==> config.mk <==
export PLATFORM = sky130hd
export DESIGN_NAME = regfile_tap_scanner
export DESIGN_NICKNAME = d
export VERILOG_FILES = /design/src/rtl/regfile_tap_pkg.sv /design/src/rtl/regfile_tap_find_first.sv /design/src/rtl/regfile_tap_scanner.sv
export SDC_FILE = /design/constraint.sdc
export NUM_CORES = 1
export LEC_CHECK = 0
export CELL_PAD_IN_SITES_DETAIL_PLACEMENT = 1
export CELL_PAD_IN_SITES_GLOBAL_PLACEMENT = 1
export CORE_AREA = 2 2 416 418
export CTS_BUF_LIST = sky130_fd_sc_hd__clkbuf_8
export DETAILED_ROUTE_END_ITERATION = 7
export DIE_AREA = 0 0 418 420
export PLACE_DENSITY = 0.36
export SLEW_MARGIN = 20
export SYNTH_ARGS = -nofsm -noshare
export SYNTH_HDL_FRONTEND = slang
export SYNTH_SLANG_ARGS = --single-unit
==> constraint.sdc <==
create_clock -name clock -period 4.4 [get_ports clock]
set_input_delay 0.66 -clock clock [delete_from_list [all_inputs] [get_ports clock]]
set_output_delay 0.66 -clock clock [all_outputs]
set_load 0.1 [all_outputs]
==> src/rtl/regfile_tap_pkg.sv <==
// Shared types and defaults for the register file tap scanner.
package regfile_tap_pkg;

    localparam int NUM_REGS_DEF = 31;
    localparam int XLEN_DEF     = 32;
    localparam int IDX_W        = 5;

    typedef enum logic [1:0] {
        ST_IDLE = 2'd0,
        ST_SEND = 2'd1,
        ST_DONE = 2'd2
    } state_t;

endpackage

==> src/rtl/regfile_tap_find_first.sv <==
// Lowest set bit of a vector, plus flags for "any set" and "exactly one set".
// Purely combinational: zero latency, no flow control.
module regfile_tap_find_first #(
    parameter int N  = 31,
    parameter int IW = 5
) (
    input  logic [N-1:0]  vec,
    output logic [IW-1:0] first_idx,
    output logic          any,
    output logic          single
);

    localparam logic [N-1:0] VEC_ONE = {{(N-1){1'b0}}, 1'b1};

    logic found;

    always_comb begin
        first_idx = '0;
        found     = 1'b0;
        for (int i = 0; i < N; i++) begin
            if (vec[i] && !found) begin
                first_idx = IW'(i);
                found     = 1'b1;
            end
        end
        any    = found;
        single = found && ((vec & (vec - VEC_ONE)) == '0);
    end

endmodule

==> src/rtl/regfile_tap_scanner.sv <==
// Streams the masked integer registers out lowest-index first, one beat per cycle.
// First beat registered one cycle after trigger; valid/ready, payload held while stalled.
// Define REGFILE_TAP_SNAPSHOT_EN to stream from a register-file image captured at trigger.
module regfile_tap_scanner
    import regfile_tap_pkg::*;
#(
    parameter int NUM_REGS = NUM_REGS_DEF,
    parameter int XLEN     = XLEN_DEF
) (
    input  logic                     clock,
    input  logic                     reset,
    input  logic [NUM_REGS*XLEN-1:0] taps,
    input  logic                     trig,
    input  logic [NUM_REGS-1:0]      mask,
    input  logic                     abort,
    output logic                     out_valid,
    input  logic                     out_ready,
    output logic [XLEN-1:0]          out_data,
    output logic [IDX_W-1:0]         out_index,
    output logic                     out_last,
    output logic                     busy,
    output logic                     done,
    output logic                     aborted,
    output logic                     overrun
);

    localparam logic [NUM_REGS-1:0] VEC_ONE = {{(NUM_REGS-1){1'b0}}, 1'b1};

    state_t                state_q, state_d;
    logic [NUM_REGS-1:0]   pending_q, pending_d;
    logic                  out_valid_q, out_valid_d;
    logic [XLEN-1:0]       out_data_q, out_data_d;
    logic [IDX_W-1:0]      out_index_q, out_index_d;
    logic                  out_last_q, out_last_d;
    logic                  busy_q, busy_d;
    logic                  done_q, done_d;
    logic                  aborted_q, aborted_d;
    logic                  overrun_q, overrun_d;

    logic                     accept;
    logic                     trig_accept;
    logic [NUM_REGS-1:0]      pending_rest;
    logic [NUM_REGS-1:0]      scan_vec;
    logic [IDX_W-1:0]         ff_idx;
    logic                     ff_any;
    logic                     ff_single;
    logic [NUM_REGS*XLEN-1:0] src_flat;
    logic [XLEN-1:0]          beat_word;

    assign accept       = out_valid_q && out_ready;
    assign trig_accept  = (state_q == ST_IDLE) && trig;
    // The beat on the bus is always the lowest pending bit; dropping it leaves the rest.
    assign pending_rest = pending_q & (pending_q - VEC_ONE);
    assign scan_vec     = (state_q == ST_IDLE) ? mask : pending_rest;

    regfile_tap_find_first #(
        .N  (NUM_REGS),
        .IW (IDX_W)
    ) u_find_first (
        .vec       (scan_vec),
        .first_idx (ff_idx),
        .any       (ff_any),
        .single    (ff_single)
    );

`ifdef REGFILE_TAP_SNAPSHOT_EN
    logic [NUM_REGS*XLEN-1:0] snap_q, snap_d;

    always_comb begin
        snap_d = snap_q;
        if (trig_accept) begin
            snap_d = taps;
        end
    end

    always_ff @(posedge clock) begin
        if (reset) begin
            snap_q <= '0;
        end else begin
            snap_q <= snap_d;
        end
    end

    // The first beat loads on the trigger edge, before the image is in snap_q.
    assign src_flat = (state_q == ST_IDLE) ? taps : snap_q;
`else
    assign src_flat = taps;
`endif

    assign beat_word = src_flat[int'(ff_idx)*XLEN +: XLEN];

    always_comb begin
        state_d     = state_q;
        pending_d   = pending_q;
        out_valid_d = out_valid_q;
        out_data_d  = out_data_q;
        out_index_d = out_index_q;
        out_last_d  = out_last_q;
        done_d      = 1'b0;
        aborted_d   = 1'b0;
        overrun_d   = overrun_q;

        case (state_q)
            ST_IDLE: begin
                if (trig) begin
                    overrun_d = 1'b0;
                    pending_d = mask;
                    if (ff_any) begin
                        state_d     = ST_SEND;
                        out_valid_d = 1'b1;
                        out_data_d  = beat_word;
                        out_index_d = ff_idx + IDX_W'(1);
                        out_last_d  = ff_single;
                    end else begin
                        state_d = ST_DONE;
                        done_d  = 1'b1;
                    end
                end
            end
            ST_SEND: begin
                if (trig) begin
                    overrun_d = 1'b1;
                end
                if (accept) begin
                    pending_d = pending_rest;
                end
                if (abort) begin
                    state_d     = ST_DONE;
                    pending_d   = '0;
                    out_valid_d = 1'b0;
                    done_d      = 1'b1;
                    aborted_d   = 1'b1;
                end else if (accept) begin
                    if (out_last_q) begin
                        state_d     = ST_DONE;
                        out_valid_d = 1'b0;
                        done_d      = 1'b1;
                    end else begin
                        out_data_d  = beat_word;
                        out_index_d = ff_idx + IDX_W'(1);
                        out_last_d  = ff_single;
                    end
                end
            end
            ST_DONE: begin
                if (trig) begin
                    overrun_d = 1'b1;
                end
                state_d = ST_IDLE;
            end
            default: begin
                state_d     = ST_IDLE;
                out_valid_d = 1'b0;
            end
        endcase

        busy_d = (state_d != ST_IDLE);
    end

    always_ff @(posedge clock) begin
        if (reset) begin
            state_q     <= ST_IDLE;
            pending_q   <= '0;
            out_valid_q <= 1'b0;
            out_data_q  <= '0;
            out_index_q <= '0;
            out_last_q  <= 1'b0;
            busy_q      <= 1'b0;
            done_q      <= 1'b0;
            aborted_q   <= 1'b0;
            overrun_q   <= 1'b0;
        end else begin
            state_q     <= state_d;
            pending_q   <= pending_d;
            out_valid_q <= out_valid_d;
            out_data_q  <= out_data_d;
            out_index_q <= out_index_d;
            out_last_q  <= out_last_d;
            busy_q      <= busy_d;
            done_q      <= done_d;
            aborted_q   <= aborted_d;
            overrun_q   <= overrun_d;
        end
    end

    assign out_valid = out_valid_q;
    assign out_data  = out_data_q;
    assign out_index = out_index_q;
    assign out_last  = out_last_q;
    assign busy      = busy_q;
    assign done      = done_q;
    assign aborted   = aborted_q;
    assign overrun   = overrun_q;

endmodule

## Word level (Yosys, flattened, before mapping)

Cells that the tools add are included.
Widths: inputs -> output; s select.

| operators by class | value |
|---|---|
| add/sub/neg operators | 3 |
| equal/unequal tests | 10 |
| shift operators | 1 |
| multiplexer cells | 106 |
| bitwise logic cells | 4 |
| reduce and logical (&&, ||, !) cells | 74 |

Operators by type and width:

| kind | count |
|---|---|
| $shiftx 992x11->32 | 1 |
| $mux 32 | 5 |
| $mux 31 | 4 |
| $mux 5 | 20 |
| $pmux 32 s2 | 1 |
| $and 31x31->31 | 2 |
| $pmux 31 s2 | 1 |
| $sub 31x1->31 const B | 2 |
| $mux 1 | 50 |
| $logic_and 1x1->1 | 32 |
| $mux 4 | 8 |
| $logic_not 31->1 | 1 |
| $logic_not 1->1 | 30 |
| $mux 2 | 7 |
| $mux 3 | 4 |
| $ne 2x2->1 const B | 5 |
| $pmux 5 s2 | 1 |
| $reduce_and 5->1 | 2 |
| $ne 3x3->1 const B | 2 |
| $pmux 1 s2 | 3 |
| $reduce_and 3->1 | 2 |
| $reduce_and 6->1 | 1 |
| $reduce_bool 2->1 | 3 |
| $add 5x1->5 const B | 1 |
| other kinds (8) | 10 |

| storage, ports and cells | value |
|---|---|
| flip-flop bits (word level) | 76 |
| output and inout port bits | 43 |
| logic and storage cells | 208 |

## Longest topological paths before layout

| logic depth | value |
|---|---|
| depth in word-level cells | 99 |
| mapped depth | 22 |
| depth with buffers taken out | 14 |

## Hierarchy

From an unflattened synthesis, not the netlist that was laid out.

| unflattened totals | value |
|---|---|
| cell total of the unflattened synthesis | 1217 |
| area, all modules | 12007.8 um^2 |

By module, submodules not included:

| module | times used | cells an instance | area each (um^2) | seq. area each (um^2) |
|---|---|---|---|---|
| regfile_tap_scanner | 1 | 1097 | 11262.1 | 1521.5 |
| regfile_tap_find_first | 1 | 120 | 745.7 | 0.0 |

## Worst setup path after synthesis

OpenSTA, ideal clock, no wires.

| path | value |
|---|---|
| kind | reg2reg |
| start | register state_q[0] |
| end | register out_data_q[29] (netlist: out_data[29]) |
| arrival time | 3.802 ns |
| required time | 4.275 ns |
| slack | 0.473 ns |
| stages on the path, launching flop included | 18 |
| path buffers | 3 |
| cells stage by stage | dfxtp_1 -> inv_1 -> ha_1 -> buf_2 -> a2111oi_0 -> nor3_1 -> nor2_1 -> and4bb_1 -> buf_4 -> nand2_1 -> nor3_2 -> o21ai_2 -> o21ai_2 -> buf_2 -> mux2_2 -> a221o_1 -> a32oi_1 -> a31oi_1 |

| between the ends | value |
|---|---|
| word-level cells in the longest chain between the ends | 98 |
| elaborated cells between the ends (all ways) | 138 |
| those cells by class | 6 x eq/ne; 1 x shift; 68 x mux; 63 x reduce/logical |

RTL lines:

| element | RTL line | text |
|---|---|---|
| start, declared | regfile_tap_scanner.sv:29 | `state_t state_q, state_d;` |
| start signal, assigned | regfile_tap_scanner.sv:173 | `state_q <= state_d;` |
| $logic_not 2->1 | regfile_tap_scanner.sv:54, regfile_tap_scanner.sv:103 |  |
| $mux 31 | regfile_tap_scanner.sv:54 | `assign scan_vec = (state_q == ST_IDLE) ? mask : pending_rest;` |
| $mux 1 | regfile_tap_find_first.sv:21 | `if (vec[i] && !found) begin` |
| $logic_not 1->1 | regfile_tap_find_first.sv:21 |  |
| $logic_and 1x1->1 | regfile_tap_find_first.sv:21 |  |
| $mux 1 | regfile_tap_find_first.sv:21 |  |
| $logic_not 1->1 | regfile_tap_find_first.sv:21 |  |
| $logic_and 1x1->1 | regfile_tap_find_first.sv:21 |  |
| [82 not listed] | n/a |  |
| $logic_not 1->1 | regfile_tap_find_first.sv:21 |  |
| $logic_and 1x1->1 | regfile_tap_find_first.sv:21 |  |
| $mux 5 | regfile_tap_find_first.sv:21 |  |
| $shiftx 992x11->32 | regfile_tap_scanner.sv:90 | `assign beat_word = src_flat[int'(ff_idx)*XLEN +: XLEN];` |
| $mux 32 | regfile_tap_scanner.sv:134 | `if (out_last_q) begin` |
| $mux 32 | regfile_tap_scanner.sv:133 | `end else if (accept) begin` |
| $mux 32 | regfile_tap_scanner.sv:127 | `if (abort) begin` |
| $pmux 32 s2 | regfile_tap_scanner.sv:103 | `case (state_q)` |
| end signal, assigned | regfile_tap_scanner.sv:176 | `out_data_q <= out_data_d;` |
| end, declared | regfile_tap_scanner.sv:32 | `logic [XLEN-1:0] out_data_q, out_data_d;` |

Several ways; a longest one is shown, not always the timed one. The select of a mux whose other input is x is not followed.
A chain may end at the register's enable or synchronous reset.

## Worst setup path in the final report

| path | value |
|---|---|
| start | register pending_q[6] |
| end | register out_data_q[1] (netlist: out_data[1]) |

| between the ends | value |
|---|---|
| word-level cells in the longest chain between the ends | 82 |
| elaborated cells between the ends (all ways) | 111 |
| those cells by class | 1 x add/sub; 1 x eq/ne; 1 x shift; 57 x mux; 1 x bitwise; 50 x reduce/logical |

RTL lines:

| element | RTL line | text |
|---|---|---|
| start, declared | regfile_tap_scanner.sv:30 | `logic [NUM_REGS-1:0] pending_q, pending_d;` |
| start signal, assigned | regfile_tap_scanner.sv:174 | `pending_q <= pending_d;` |
| $sub 31x1->31 | regfile_tap_scanner.sv:53 | `assign pending_rest = pending_q & (pending_q - VEC_ONE);` |
| $and 31x31->31 (*) | regfile_tap_scanner.sv:53 |  |
| $mux 31 (*) | regfile_tap_scanner.sv:54 |  |
| $logic_and 1x1->1 | regfile_tap_find_first.sv:21 |  |
| $mux 1 | regfile_tap_find_first.sv:21 |  |
| $logic_not 1->1 | regfile_tap_find_first.sv:21 |  |
| $logic_and 1x1->1 | regfile_tap_find_first.sv:21 |  |
| $mux 1 | regfile_tap_find_first.sv:21 |  |
| [66 not listed] | n/a |  |
| $logic_not 1->1 | regfile_tap_find_first.sv:21 |  |
| $logic_and 1x1->1 | regfile_tap_find_first.sv:21 |  |
| $mux 5 | regfile_tap_find_first.sv:21 |  |
| $shiftx 992x11->32 | regfile_tap_scanner.sv:90 |  |
| $mux 32 | regfile_tap_scanner.sv:134 |  |
| $mux 32 | regfile_tap_scanner.sv:133 |  |
| $mux 32 | regfile_tap_scanner.sv:127 |  |
| $pmux 32 s2 | regfile_tap_scanner.sv:103 |  |

Mark *: on every way between the ends. The rest lies on a longest branch, timed or not. The select of a mux whose other input is x is not followed.

==> flow_metrics.env <==
export IMPL_synth_top_area_cell="nand3_1"
export IMPL_fin_crit_ps=4340
export IMPL_core_sq_um=171000
export IMPL_hold_path_class="reg2reg"
export IMPL_setup_tns_ps=0
export IMPL_synth_edff_count=0
export IMPL_numClockSinks=76
export IMPL_hold_slack_ps=489
export IMPL_multi_input_area_sq_um=13000
export IMPL_synth_fa_ha_area_share_pct=0.419
export IMPL_slew_violations=0
export IMPL_cp_num_buf_inv=8
export IMPL_finClkSkew_ps=32.7
export IMPL_syn_area_sq_um=14300
export IMPL_synth_most_common_cell="nand3_1"
export IMPL_min_period_over_period_pct=98.7
export IMPL_rrSetupSlack_ps=60
export IMPL_numCtsBuffers=9
export IMPL_place_congestion=0.883
export IMPL_grt_pass1_wl_um=263000
export IMPL_die_h_um=420
export IMPL_synth_compound_area_share_pct=46.8
export IMPL_dieArea_sq_um=176000
export IMPL_htree_levels=3
export IMPL_cp_depth=19
export IMPL_muxShareOfSynthArea_pct=4.89
export IMPL_fin_nets=4708
export IMPL_row_count=152
export IMPL_crit_required_ps=4790
export IMPL_cts_buffer_depth=2
export IMPL_worst_path_most_repeated_cell="buf_4"
export IMPL_synth_top_cells_by_count="nand3_1, nand2_1, a21oi_1"
export IMPL_fmax_ghz=0.230
export IMPL_antenna_found_initial=78
export IMPL_ctsHoldBuffers=0
export IMPL_yosysWarningCount=0
export IMPL_dr_total_vias=26500
export IMPL_regArea_sq_um=1530
export IMPL_synthTopCellsByArea="nand3_1, dfxtp_1, a221oi_1, a21oi_1, nand2_1"
export IMPL_dr_pass1_iters=5
export IMPL_via_per_inst=4.46
export IMPL_worst_slew_pin_transition_ps=1150
export IMPL_r2r_start="pending_q[6]$_SDFFE_PP0P_"
export IMPL_grt_usage_pct=22.2
export IMPL_p_leak_nw=12.8
export IMPL_die_x_um=418
export IMPL_rsz0062_at_grt="yes"
export IMPL_finalSetupViolCount=0
export IMPL_area_growth_pct=142
export IMPL_ant_nets=0
export IMPL_wire_per_inst_um=34.4
export IMPL_synth_seq_area_share_pct=10.6
export IMPL_ios=1071
export IMPL_clk_pin_slew_worst_paths_ps=120
export IMPL_ir_worst_vdd_mv=0.174
export IMPL_overflow=0
export IMPL_synth_flop_cell="dfxtp_1"
export IMPL_crit_fanout=16
export IMPL_drc=0
export IMPL_critPathArrivalTime_ps=4730
export IMPL_rr_worst_depth=19
export IMPL_synthCells=2219
export IMPL_synth_top_area_share_pct=12.2
export IMPL_detailed_place_hpwl_um=173000
export IMPL_clk_latency_ps=520
export IMPL_drt_initial_drc_count=1937
export IMPL_syn_avg_cell_area_sq_um=6.45
export IMPL_synthXorXnorAreaFrac_pct=0.122
export IMPL_fillers=20200
export IMPL_root_buffer="clkbuf_8"
export IMPL_hold_violations=0
export IMPL_critPathLaunchType="flip-flop"
export IMPL_drive_gt1_share_pct=24.7
export IMPL_crit_type="reg2reg"
export IMPL_cpLargestDelayFamily="compound AO/OA/AOI/OAI gates"
export IMPL_setup_worst_path_start="pending_q[6]$_SDFFE_PP0P_"
export IMPL_initial_core_util_pct=8.38
export IMPL_slowest_delay_ps=560
export IMPL_power_density_nw_per_um2=299
export IMPL_cp_slowest_cell="or4_4"
export IMPL_io_buffers=1070
export IMPL_grt_pass1_vias=27600
export IMPL_crit_chain="or4_4, o41ai_4, buf_4, o21a_1, and3_4, buf_4, buf_4, nand4_1, buf_4, nor2_4, nor3_4, buf_12, buf_4, a221o_1, a211oi_4, buf_4, o32a_1, buf_12, a31oi_1"
export IMPL_grt_max_degree=39
export IMPL_wirelength_um=205000
export IMPL_synth_simple_area_share_pct=28.8
export IMPL_synth_fp_nets=3251
export IMPL_synthArstFlopShare_pct=0
export IMPL_r2r_end="out_data[1]$_SDFFE_PP0P_"
export IMPL_cts_tree="done"
export IMPL_outcome="complete, no violations"
export IMPL_relSlewSlack_pct=23.1
export IMPL_synth_top_family_by_area="compound AO/OA/AOI/OAI gates"
export IMPL_ys_types=79
export IMPL_ys_ff_latch=76
export IMPL_timing_max_cap_violations=0
export IMPL_cp_endpoint="out_data[1]$_SDFFE_PP0P_"
export IMPL_end_kind="flip-flop"
[placed cells by master (no fill, tap or decap), types with 13 or more instances in the layout]
| cell | netlist | routed |
|---|---|---|
| nor3_1 | 22 | 17 |
| a221oi_1 | 149 | 117 |
| o21ai_2 | 4 | 16 |
| mux2i_1 | 52 | 50 |
| o21ai_0 | 116 | 83 |
| buf_4 | 18 | 500 |
| nor2_1 | 102 | 98 |
| nand3_1 | 348 | 336 |
| a31oi_1 | 100 | 94 |
| nand2_1 | 234 | 226 |
| a221oi_2 | 0 | 21 |
| nand4_1 | 23 | 23 |
| a32oi_1 | 31 | 21 |
| buf_12 | 0 | 95 |
| clkdlybuf4s50_1 | 0 | 1051 |
| o22ai_1 | 56 | 41 |
| dfxtp_1 | 76 | 68 |
| buf_6 | 1 | 38 |
| o22ai_2 | 0 | 14 |
| o21bai_1 | 27 | 27 |
| diode_2 | 0 | 38 |
| o21ai_1 | 27 | 43 |
| a22o_1 | 13 | 13 |
| a22oi_2 | 0 | 13 |
| a221o_1 | 64 | 61 |
| and3_1 | 60 | 57 |
| a22oi_1 | 74 | 61 |
| a21oi_1 | 178 | 168 |
[worst min path at each step]
stage / startpoint / slack, ps / to / cells past startpoint
global route: pending_q[30]$_SDFFE_PP0P_ / 520 / pending_q[30]$_SDFFE_PP0P_ / 2
finish: pending_q[30]$_SDFFE_PP0P_ / 490 / pending_q[30]$_SDFFE_PP0P_ / 2
floorplan: pending_q[30]$_SDFFE_PP0P_ / 450 / pending_q[30]$_SDFFE_PP0P_ / 2
detailed placement: pending_q[30]$_SDFFE_PP0P_ / 480 / pending_q[30]$_SDFFE_PP0P_ / 2
CTS: pending_q[30]$_SDFFE_PP0P_ / 490 / pending_q[30]$_SDFFE_PP0P_ / 2
global placement: pending_q[30]$_SDFFE_PP0P_ / 470 / pending_q[30]$_SDFFE_PP0P_ / 2
[layout make-up]
class	instances	area share, %
Clock inverter	5	0.101
Tap cell	2233	8.06
Inverter	10	0.119
Sequential cell	76	4.43
Timing Repair Buffer	1703	49.1
Clock buffer	11	0.437
Multi-Input combinational cell	1876	37.5
Antenna cell	38	0.274
[flip-flops by register name (all words and copies together) (netlist names), 2 cells and up]
name,cells
pending_q,31
state_q,2
out_data,32
out_index,5
[repair_timing]
action / 4_1_cts / 5_1_grt
setup buffers: 31 / 25
gates cloned: 4 / 7
pin swaps: 34 / 58
endpoints found under the hold margin: 0 / 0
gates resized for setup: 168 / 146
setup endpoints to repair: 34 / 32
[per-layer routing]
metal | global-route usage (%) | vias up | routed length [um]
met3 | 4.16 | 187 | 10100
li1 | - | 11800 | -
met5 | 0 | - | 224
met1 | 26.7 | 13500 | 84200
met2 | 40.1 | 969 | 106000
met4 | 5.32 | 34 | 4610
[worst register-to-register path, delay by kind of cell, from the launching register on]
kind | cells | cell delay [ps]
buf+inv | 8 | 1320
compound gates | 6 | 1420
simple gates | 5 | 1150
flops | 1 | 350
[stage by stage]
step           cell area [sq um]  instances  utilization (%)  worst slack, ps  total power, mW
2_1_floorplan              14300       2219                -              473             4.14
3_5_place_dp               32200       5837             18.8            -1260             9.03
5_1_grt                    34600       5939             20.2             -122             10.9
6_report                   34600       5952             20.3             56.9             10.3
4_1_cts                    33500       5886             19.6            -27.2             10.2
3_3_place_gp               32200       5836             18.8            -1450             9.04
[kinds of logic (layout without fill, tap and decap cells)]
logic type | after synthesis | after routing
mux | 68 | 68
compound gates | 948 | 949
buf+inv | 268 | 1729
simple gates | 852 | 852
other cells | 0 | 38
fa+ha+maj | 5 | 5
flops | 76 | 76
xor+xnor | 2 | 2
[report_power, final]
group	total, mW	leakage (nW)	switching, mW	internal (mW)
logic	8.74	12.1	4.93	3.81
clock network	0.684	0.0959	0.447	0.237
registers	0.922	0.630	0.114	0.808
Note: power is estimated with default switching activity, not from simulation.
